File: config.mk
export PLATFORM = sky130hd
export DESIGN_NAME = count_led_display
export DESIGN_NICKNAME = d
export VERILOG_FILES = /design/src/rtl/count_led_display.sv
export SDC_FILE = /design/constraint.sdc
export NUM_CORES = 1
export LEC_CHECK = 0
export BUFFER_PORTS_ARGS = -buffer_cell sky130_fd_sc_hd__buf_2
export CELL_PAD_IN_SITES_DETAIL_PLACEMENT = 2
export CELL_PAD_IN_SITES_GLOBAL_PLACEMENT = 2
export CORE_MARGIN = 5
export CORE_UTILIZATION = 41
export CTS_CLUSTER_SIZE = 10
export DETAILED_ROUTE_END_ITERATION = 6
export PLACE_DENSITY_LB_ADDON = 0.3
export SETUP_SLACK_MARGIN = 0.5
export SYNTH_ARGS = -nofsm -noshare
export SYNTH_HDL_FRONTEND = slang
export SYNTH_SLANG_ARGS = --single-unit
File: constraint.sdc
create_clock -name gclk -period 4.9 [get_ports gclk]
set_input_delay 0.98 -clock gclk [delete_from_list [all_inputs] [get_ports gclk]]
set_output_delay 0.98 -clock gclk [all_outputs]
set_load 0.02 [all_outputs]
File: src/rtl/count_led_display.sv
`default_nettype none
// +----------------------------------------------------------------------------+
// | count_led_display                                                          |
// | Stability-filtered LED display of the upstream {upper, lower} count, with  |
// | decouple/recovery handling and a saturating accept counter.                |
// | Optional feature macro: LED_BLINK_EN (blink LEDs while decoupled).         |
// | Revision: 1.0 - initial release                                            |
// +----------------------------------------------------------------------------+
module count_led_display #(
  parameter int STABLE_CYCLES  = 4,
  parameter int RECOVER_CYCLES = 16,
  parameter int BLINK_CYCLES   = 8
) (
  input  logic       gclk,
  input  logic       rst_n,
  input  logic [3:0] upper,
  input  logic [3:0] lower,
  input  logic       decouple,
  output logic [7:0] led,
  output logic       accept,
  output logic       decoupled,
  output logic [7:0] accept_cnt
);

  localparam int SW = $clog2(STABLE_CYCLES + 1);
  localparam int RW = $clog2(RECOVER_CYCLES + 1);

  localparam logic [1:0] c_run       = 2'd0;
  localparam logic [1:0] c_decoupled = 2'd1;
  localparam logic [1:0] c_recover   = 2'd2;

  localparam logic [SW-1:0] c_stab_max = SW'(STABLE_CYCLES - 1);
  localparam logic [RW-1:0] c_rec_load = RW'(RECOVER_CYCLES - 1);

  if (STABLE_CYCLES < 1) begin : g_chk_stable
    $error("STABLE_CYCLES must be at least 1");
  end
  if (RECOVER_CYCLES < 1) begin : g_chk_recover
    $error("RECOVER_CYCLES must be at least 1");
  end
  if (BLINK_CYCLES < 1) begin : g_chk_blink
    $error("BLINK_CYCLES must be at least 1");
  end

  logic [7:0]    r_in_q;
  logic [7:0]    r_cand;
  logic [7:0]    r_held;
  logic [SW-1:0] r_stab;
  logic [RW-1:0] r_rcnt;
  logic [1:0]    r_state;
  logic          r_first;
  logic          r_accept;
  logic [7:0]    r_cnt;
  logic          w_accept_cond;

  // The first RUN cycle after recovery only reloads the candidate, so it never accepts.
  assign w_accept_cond = (r_state == c_run) && !decouple && !r_first &&
                         (r_in_q == r_cand) && (r_stab == c_stab_max) &&
                         (r_cand != r_held);

  always_ff @(posedge gclk or negedge rst_n) begin
    if (!rst_n) begin
      r_in_q   <= 8'h00;
      r_cand   <= 8'h00;
      r_held   <= 8'h00;
      r_stab   <= '0;
      r_rcnt   <= '0;
      r_state  <= c_run;
      r_first  <= 1'b0;
      r_accept <= 1'b0;
      r_cnt    <= 8'h00;
    end else begin
      r_in_q   <= {upper, lower};
      r_accept <= w_accept_cond;
      if (w_accept_cond) begin
        r_held <= r_cand;
        if (r_cnt != 8'hFF) begin
          r_cnt <= r_cnt + 8'd1;
        end
      end
      case (r_state)
        c_run: begin
          if (decouple) begin
            r_state <= c_decoupled;
            r_stab  <= '0;
          end else if (r_first) begin
            r_first <= 1'b0;
            r_cand  <= r_in_q;
            r_stab  <= '0;
          end else if (r_in_q != r_cand) begin
            r_cand <= r_in_q;
            r_stab <= '0;
          end else if (r_stab != c_stab_max) begin
            r_stab <= r_stab + 1'b1;
          end
        end
        c_decoupled: begin
          r_stab <= '0;
          if (!decouple) begin
            r_state <= c_recover;
            r_rcnt  <= c_rec_load;
          end
        end
        c_recover: begin
          if (decouple) begin
            r_state <= c_decoupled;
            r_rcnt  <= '0;
          end else if (r_rcnt == '0) begin
            r_state <= c_run;
            r_first <= 1'b1;
          end else begin
            r_rcnt <= r_rcnt - 1'b1;
          end
        end
        default: r_state <= c_run;
      endcase
    end
  end

  assign accept     = r_accept;
  assign accept_cnt = r_cnt;
  assign decoupled  = (r_state != c_run);

`ifdef LED_BLINK_EN
  localparam int BW = $clog2(BLINK_CYCLES + 1);
  localparam logic [BW-1:0] c_blink_max = BW'(BLINK_CYCLES - 1);

  logic [BW-1:0] r_bcnt;
  logic          r_phase;

  // Phase 0 shows blank; the counter restarts whenever the block is in RUN.
  always_ff @(posedge gclk or negedge rst_n) begin
    if (!rst_n) begin
      r_bcnt  <= '0;
      r_phase <= 1'b0;
    end else if (r_state == c_run) begin
      r_bcnt  <= '0;
      r_phase <= 1'b0;
    end else if (r_bcnt == c_blink_max) begin
      r_bcnt  <= '0;
      r_phase <= ~r_phase;
    end else begin
      r_bcnt <= r_bcnt + 1'b1;
    end
  end

  assign led = ((r_state != c_run) && !r_phase) ? 8'h00 : r_held;
`else
  assign led = r_held;
`endif

endmodule
`default_nettype wire

* Word level (Yosys, flattened, before mapping) *
Cells that the tools add are included.

word-level totals
  register bits = 44
  input bits = 11
  output and inout bits = 18
  word-level logic and storage cells = 69

operators by class
  add/subtract/negate cells = 3
  eq/ne operators = 16
  muxes and demuxes = 20
  bitwise gates (word level) = 1
  reduce and logical (&&, ||, !) cells = 20

operator list
  cell                                                                   number
  8-bit two-way mux                                                      2
  8-bit != test                                                          2
  5-bit two-way mux                                                      3
  3-bit two-way mux                                                      4
  2-bit != test, second input constant                                   5
  5-bit one-hot mux with 2 select lines                                  1
  2-bit nonzero test                                                     5
  3-bit AND reduction                                                    3
  8-bit by 1-bit adder with 8-bit output, second input constant          1
  8-bit equality test                                                    1
  2-bit two-way mux                                                      4
  8-bit != test, second input constant                                   1
  3-bit != test, second input constant                                   2
  2-bit one-hot mux with 3 select lines                                  1
  3-bit one-hot mux with 2 select lines                                  1
  1-bit logical AND                                                      5
  5-bit logical NOT                                                      1
  5-bit by 3-bit != test with 1-bit output, second input constant        1
  5-bit by 1-bit subtractor with 5-bit output, second input constant     1
  2-bit AND reduction                                                    2
  4-bit AND reduction                                                    1
  3-bit by 1-bit adder with 3-bit output, second input constant          1
  3-bit by 2-bit equality test with 1-bit output, second input constant  1
  1-bit two-way mux                                                      3
  7 further kinds                                                        8

* Longest topological paths before layout *
  depth after elaboration = 7
  gate-level depth with buffers = 7
  mapped depth without buffers = 7

* Worst setup path before layout *
OpenSTA, ideal clock, no wires.

  path kind = input-to-reg
  start point = input port decouple
  end point = register r_cnt[6] (netlist: accept_cnt[6])
  setup time = 0.125 ns
  data arrival time = 2.395 ns
  required time = 4.775 ns
  setup slack = 2.380 ns
  stages on the path = 6
  buffers on the path = 1
  cells stage by stage = buf_6 nor3_4 and2_4 nand4_4 nor4b_2 mux2_2

between the ends
  cells in the longest elaborated chain, start to end = 7

RTL lines
  element                         RTL line  text
  from (decl)                     18        input logic decouple,
  1-bit logical NOT               -
  1-bit logical AND (3 in a row)  57        assign w_accept_cond = (r_state == c_run) && !decouple && !r_first &&
  1-bit logical AND (2 in a row)  58        (r_in_q == r_cand) && (r_stab == c_stab_max) &&
  2-bit AND reduction (no line)   -
  to (signal assigned)            78        r_cnt <= r_cnt + 8'd1;
  to (decl)                       53        logic [7:0] r_cnt;

No other way between the ends.
A chain may end at the register's enable or synchronous reset.

* Worst setup path after layout *
  start point = input port decouple
  end point = register r_held[0] (netlist: led[0])

between the ends
  cells in the longest elaborated chain, start to end = 6

RTL lines
  element                         RTL line  text
  1-bit logical NOT               -
  1-bit logical AND (3 in a row)  57
  1-bit logical AND (2 in a row)  58
  named net w_accept_cond         54        logic w_accept_cond;
  to (signal assigned)            76        r_held <= r_cand;
  to (decl)                       47        logic [7:0] r_held;

The timed path passes the listed nets, and every way through them passes these cells.

==> summary.md <==
| Metric | Value |
|---|---|
| FFs w/ async S/R, synth | 100% |
| Syn. warnings | 0 |
| H-tree levels | 2 |
| Setup Buffers After CTS | 0 |
| Critical Path Source Type | primary input |
| CTS buffer count | 5 |
| Core footprint | 5040 um2 |
| Slowest-stage cell, CP | nor3_4 |
| WS Path Type | primary input to flop |
| Post-synth top area cell | dfrtp_1 |
| DP Wirelength | 3570 um |
| Die width | 81.5 um |
| Cell breakdown of the critical path | buf_2, nor3_4, and2_4, nand4_4, nor2_4, mux2_2 |
| Post-Syn Nets | 181 |
| First-pass GRT wire length | 7920 um |
| CP required | 5.08 ns |
| Drt pass-1 iters | 3 |
| Row cnt | 26 |
| Post-synthesis register bit count | 44 |
| Clock Pin Slew Worst Setup and Hold Paths | 0.08 ns |
| Initial DRC Count | 20 |
| Post-synth top area share | 52.6% |
| Initial antenna violation count | 0 |
| Synth unique cells | 41 |
| Status | complete, no violations |
| DRC Markers | 0 |
| Setup TNS | 0 ns |
| Area contributors post-synth | dfrtp_1 53%, mux2_2 10%, xor2_1 5.0% |
| GRT Total Usage | between 10% and 20% |
| Register area share after synthesis | a little over half |
| Worst Max-Slew Pin Slew | 0.982 ns |
| Post-Route WL | 4760 um |
| Worst-path fanout max | 10 |
| Rel. slew slack | approximately a third |
| Drt wl/cell | 17.7 um |
| Nature of the critical path endpoint | flop |
| Clock root buffer | clkbuf_8 |
| Crit path to | led[0]$_DFFE_PN0P_ |
| # nets final | 213 |
| Post-Syn Area | 2090 um2 |
| EDFF count, synth | 0 |
| Resized Gates After CTS | 0 |
| FMAX | 402 MHz |
| Fin. max-slew vios | 0 |
| Area growth, synth to finish | 13.8% |
| Buffers plus inverters on the worst setup path | 1 |
| Main synth FF type | dfrtp_1 |
| Critical path's top delay family | simple AND/OR/NAND/NOR gates |
| Leakage | 1.12 nW |
| Total number of vias | 1409 |
| Max-Cap Viols | 0 |
| Finished Core Util | between 40% and 50% |
| Mapped Avg Cell Area | approximately 13 um2 |
| IO Count | 29 |
| Maximum VDD drop | 0.147 mV |
| Cell count of the worst reg-to-reg path | 5 |
| Final Cycle Share | 50.8% |
| FF-to-FF Start | r_state[0]$_DFFE_PN0P_ |
| IO Port Bufs | 28 |
| Cell depth of the worst setup path | 6 |
| CP Launch Point | decouple |
| Power per Cell Area | 310 nW/um2 |
| Die span in y | ~81 um |
| Worst reg2reg endpoint | led[0]$_DFFE_PN0P_ |
| CTS max path bufs | 2 |
| Global route overflow | 0 |
| CTS tree | built |
| Synth Instances | 166 |
| Post-route ant nets | 0 |
| Reg-to-reg setup timing slack | 2.69 ns |
| Min cycle time layout | 2.49 ns |
| Final Hold Viols | 0 |
| Clk_skew | between 0.007 and 0.008 ns |
| CP peak stage delay | between 0.4 and 0.5 ns |
| Die Footprint | 6640 um2 |
| Pin count of the biggest net entering global routing | 45 |
| Worst EP arrival | 2.67 ns |
| Starting Density | 41.5% |
| GPL Wtd Cong | 0.773 |
| Fill cells | between 500 and 600 |
| CTS sink cnt | 44 |
| Via/cell ratio | 5.26 |
| HP Class | flop to flop |
| # setup viols final | 0 |
| Vias in the first global route | 1643 |
| RSZ-0062 raised after global routing | no |
| Cts hold-fix bufs | 0 |
| Latest clock arrival within the worst-skew pair | roughly 0.3 ns |
| Share of layout cells above drive strength 1 | 32.8% |
| # diodes | 0 |
==> layout by cell type, fill, tap and decap left out, types with 3 or more instances in the layout <==
cell	Yosys	final
xor2_1	12	12
nand2b_1	4	4
a21oi_1	3	3
nand4_1	4	4
mux2_2	19	19
xnor2_1	8	8
o221ai_1	4	4
ha_1	4	4
nand2_1	3	3
buf_2	1	28
inv_1	10	10
clkbuf_8	0	5
nor3_1	4	4
o21ai_0	4	4
nand3_1	4	4
a31oi_1	3	3
nor2_1	5	5
dfrtp_1	44	44
==> state kept, by name (all words and copies together) (netlist names) <==
register    count
accept_cnt      8
r_first         1
accept          1
r_cand          8
r_in_q          8
r_stab          3
led             8
r_rcnt          5
r_state         2
==> where the power goes <==
group | internal (mW) | leakage, nW | switching, mW
Combinational | 0.0481 | 0.520 | 0.0581
Sequential | 0.385 | 0.559 | 0.0317
Clock | 0.0965 | 0.0400 | 0.119
==> how the worst min path moves through the flow <==
stage,endpoint,cells after the start,startpoint
finish,r_stab[0]$_DFFE_PN0P_,1,r_stab[0]$_DFFE_PN0P_
global route,r_stab[0]$_DFFE_PN0P_,1,r_stab[0]$_DFFE_PN0P_
CTS,r_stab[0]$_DFFE_PN0P_,1,r_stab[0]$_DFFE_PN0P_
detailed placement,r_stab[0]$_DFFE_PN0P_,1,r_stab[0]$_DFFE_PN0P_
global placement,r_stab[0]$_DFFE_PN0P_,1,r_stab[0]$_DFFE_PN0P_
floorplan,r_stab[0]$_DFFE_PN0P_,1,r_stab[0]$_DFFE_PN0P_
==> metal layers <==
layer	vias to the layer above	track usage [%]	wire [um]
met4	0	4.56	67
met1	721	18.3	1970
met3	6	2.96	156
li1	659	-	-
met2	23	28.8	2570
met5	-	0	0
==> logic make-up (layout without fill, tap and decap cells) <==
group	after synthesis	after routing	share of synthesized area, %
adder cells (fa/ha/maj)	4	4	2.39
AND/OR/NAND/NOR	42	42	14.9
AO/OA/AOI/OAI	21	21	7.29
flip-flops	44	44	52.6
buffers and inverters	13	45	2.75
XOR/XNOR	20	20	8.36
multiplexers	22	22	11.7
==> worst register-to-register path: stages, from the launching register on <==
cell     delay [ns]
dfrtp_1        0.55
nor3_4         0.45
and2_4         0.24
nand4_4        0.18
nor2_4         0.30
mux2_2         0.38
==> through the flow <==
stage	setup WS (ns)	area [um2]	instances	hold WS [ns]	power, mW
3_3_place_gp	2.19	2300	261	0.469	0.524
2_1_floorplan	2.38	2090	166	0.457	0.497
6_report	2.41	2380	268	0.485	0.739
3_5_place_dp	2.09	2300	261	0.478	0.532
4_1_cts	2.41	2380	268	0.488	0.749
5_1_grt	2.31	2380	268	0.511	0.778
==> synthesized netlist by cell type (all sizes together) (4+ instances only) <==
| library cell | number |
|---|---|
| dfrtp | 44 |
| mux2 | 20 |
| xor2 | 12 |
| inv | 10 |
| xnor2 | 8 |
| nor2 | 7 |
| nand4 | 6 |
| nor3 | 6 |
| ha | 4 |
| nand2b | 4 |
| nand3 | 4 |
| o21ai | 4 |
| o221ai | 4 |
==> cell type report <==
type	count	area, um2	share of cell area, %
Clock buffer	5	68.8	2.89
Clock inverter	2	12.5	0.525
Inverter	10	37.5	1.57
Multi-Input combinational cell	109	936	39.3
Sequential cell	44	1100	46.2
Tap cell	70	87.6	3.67
Timing Repair Buffer	28	140	5.88
(Power assumes the default switching activity.)
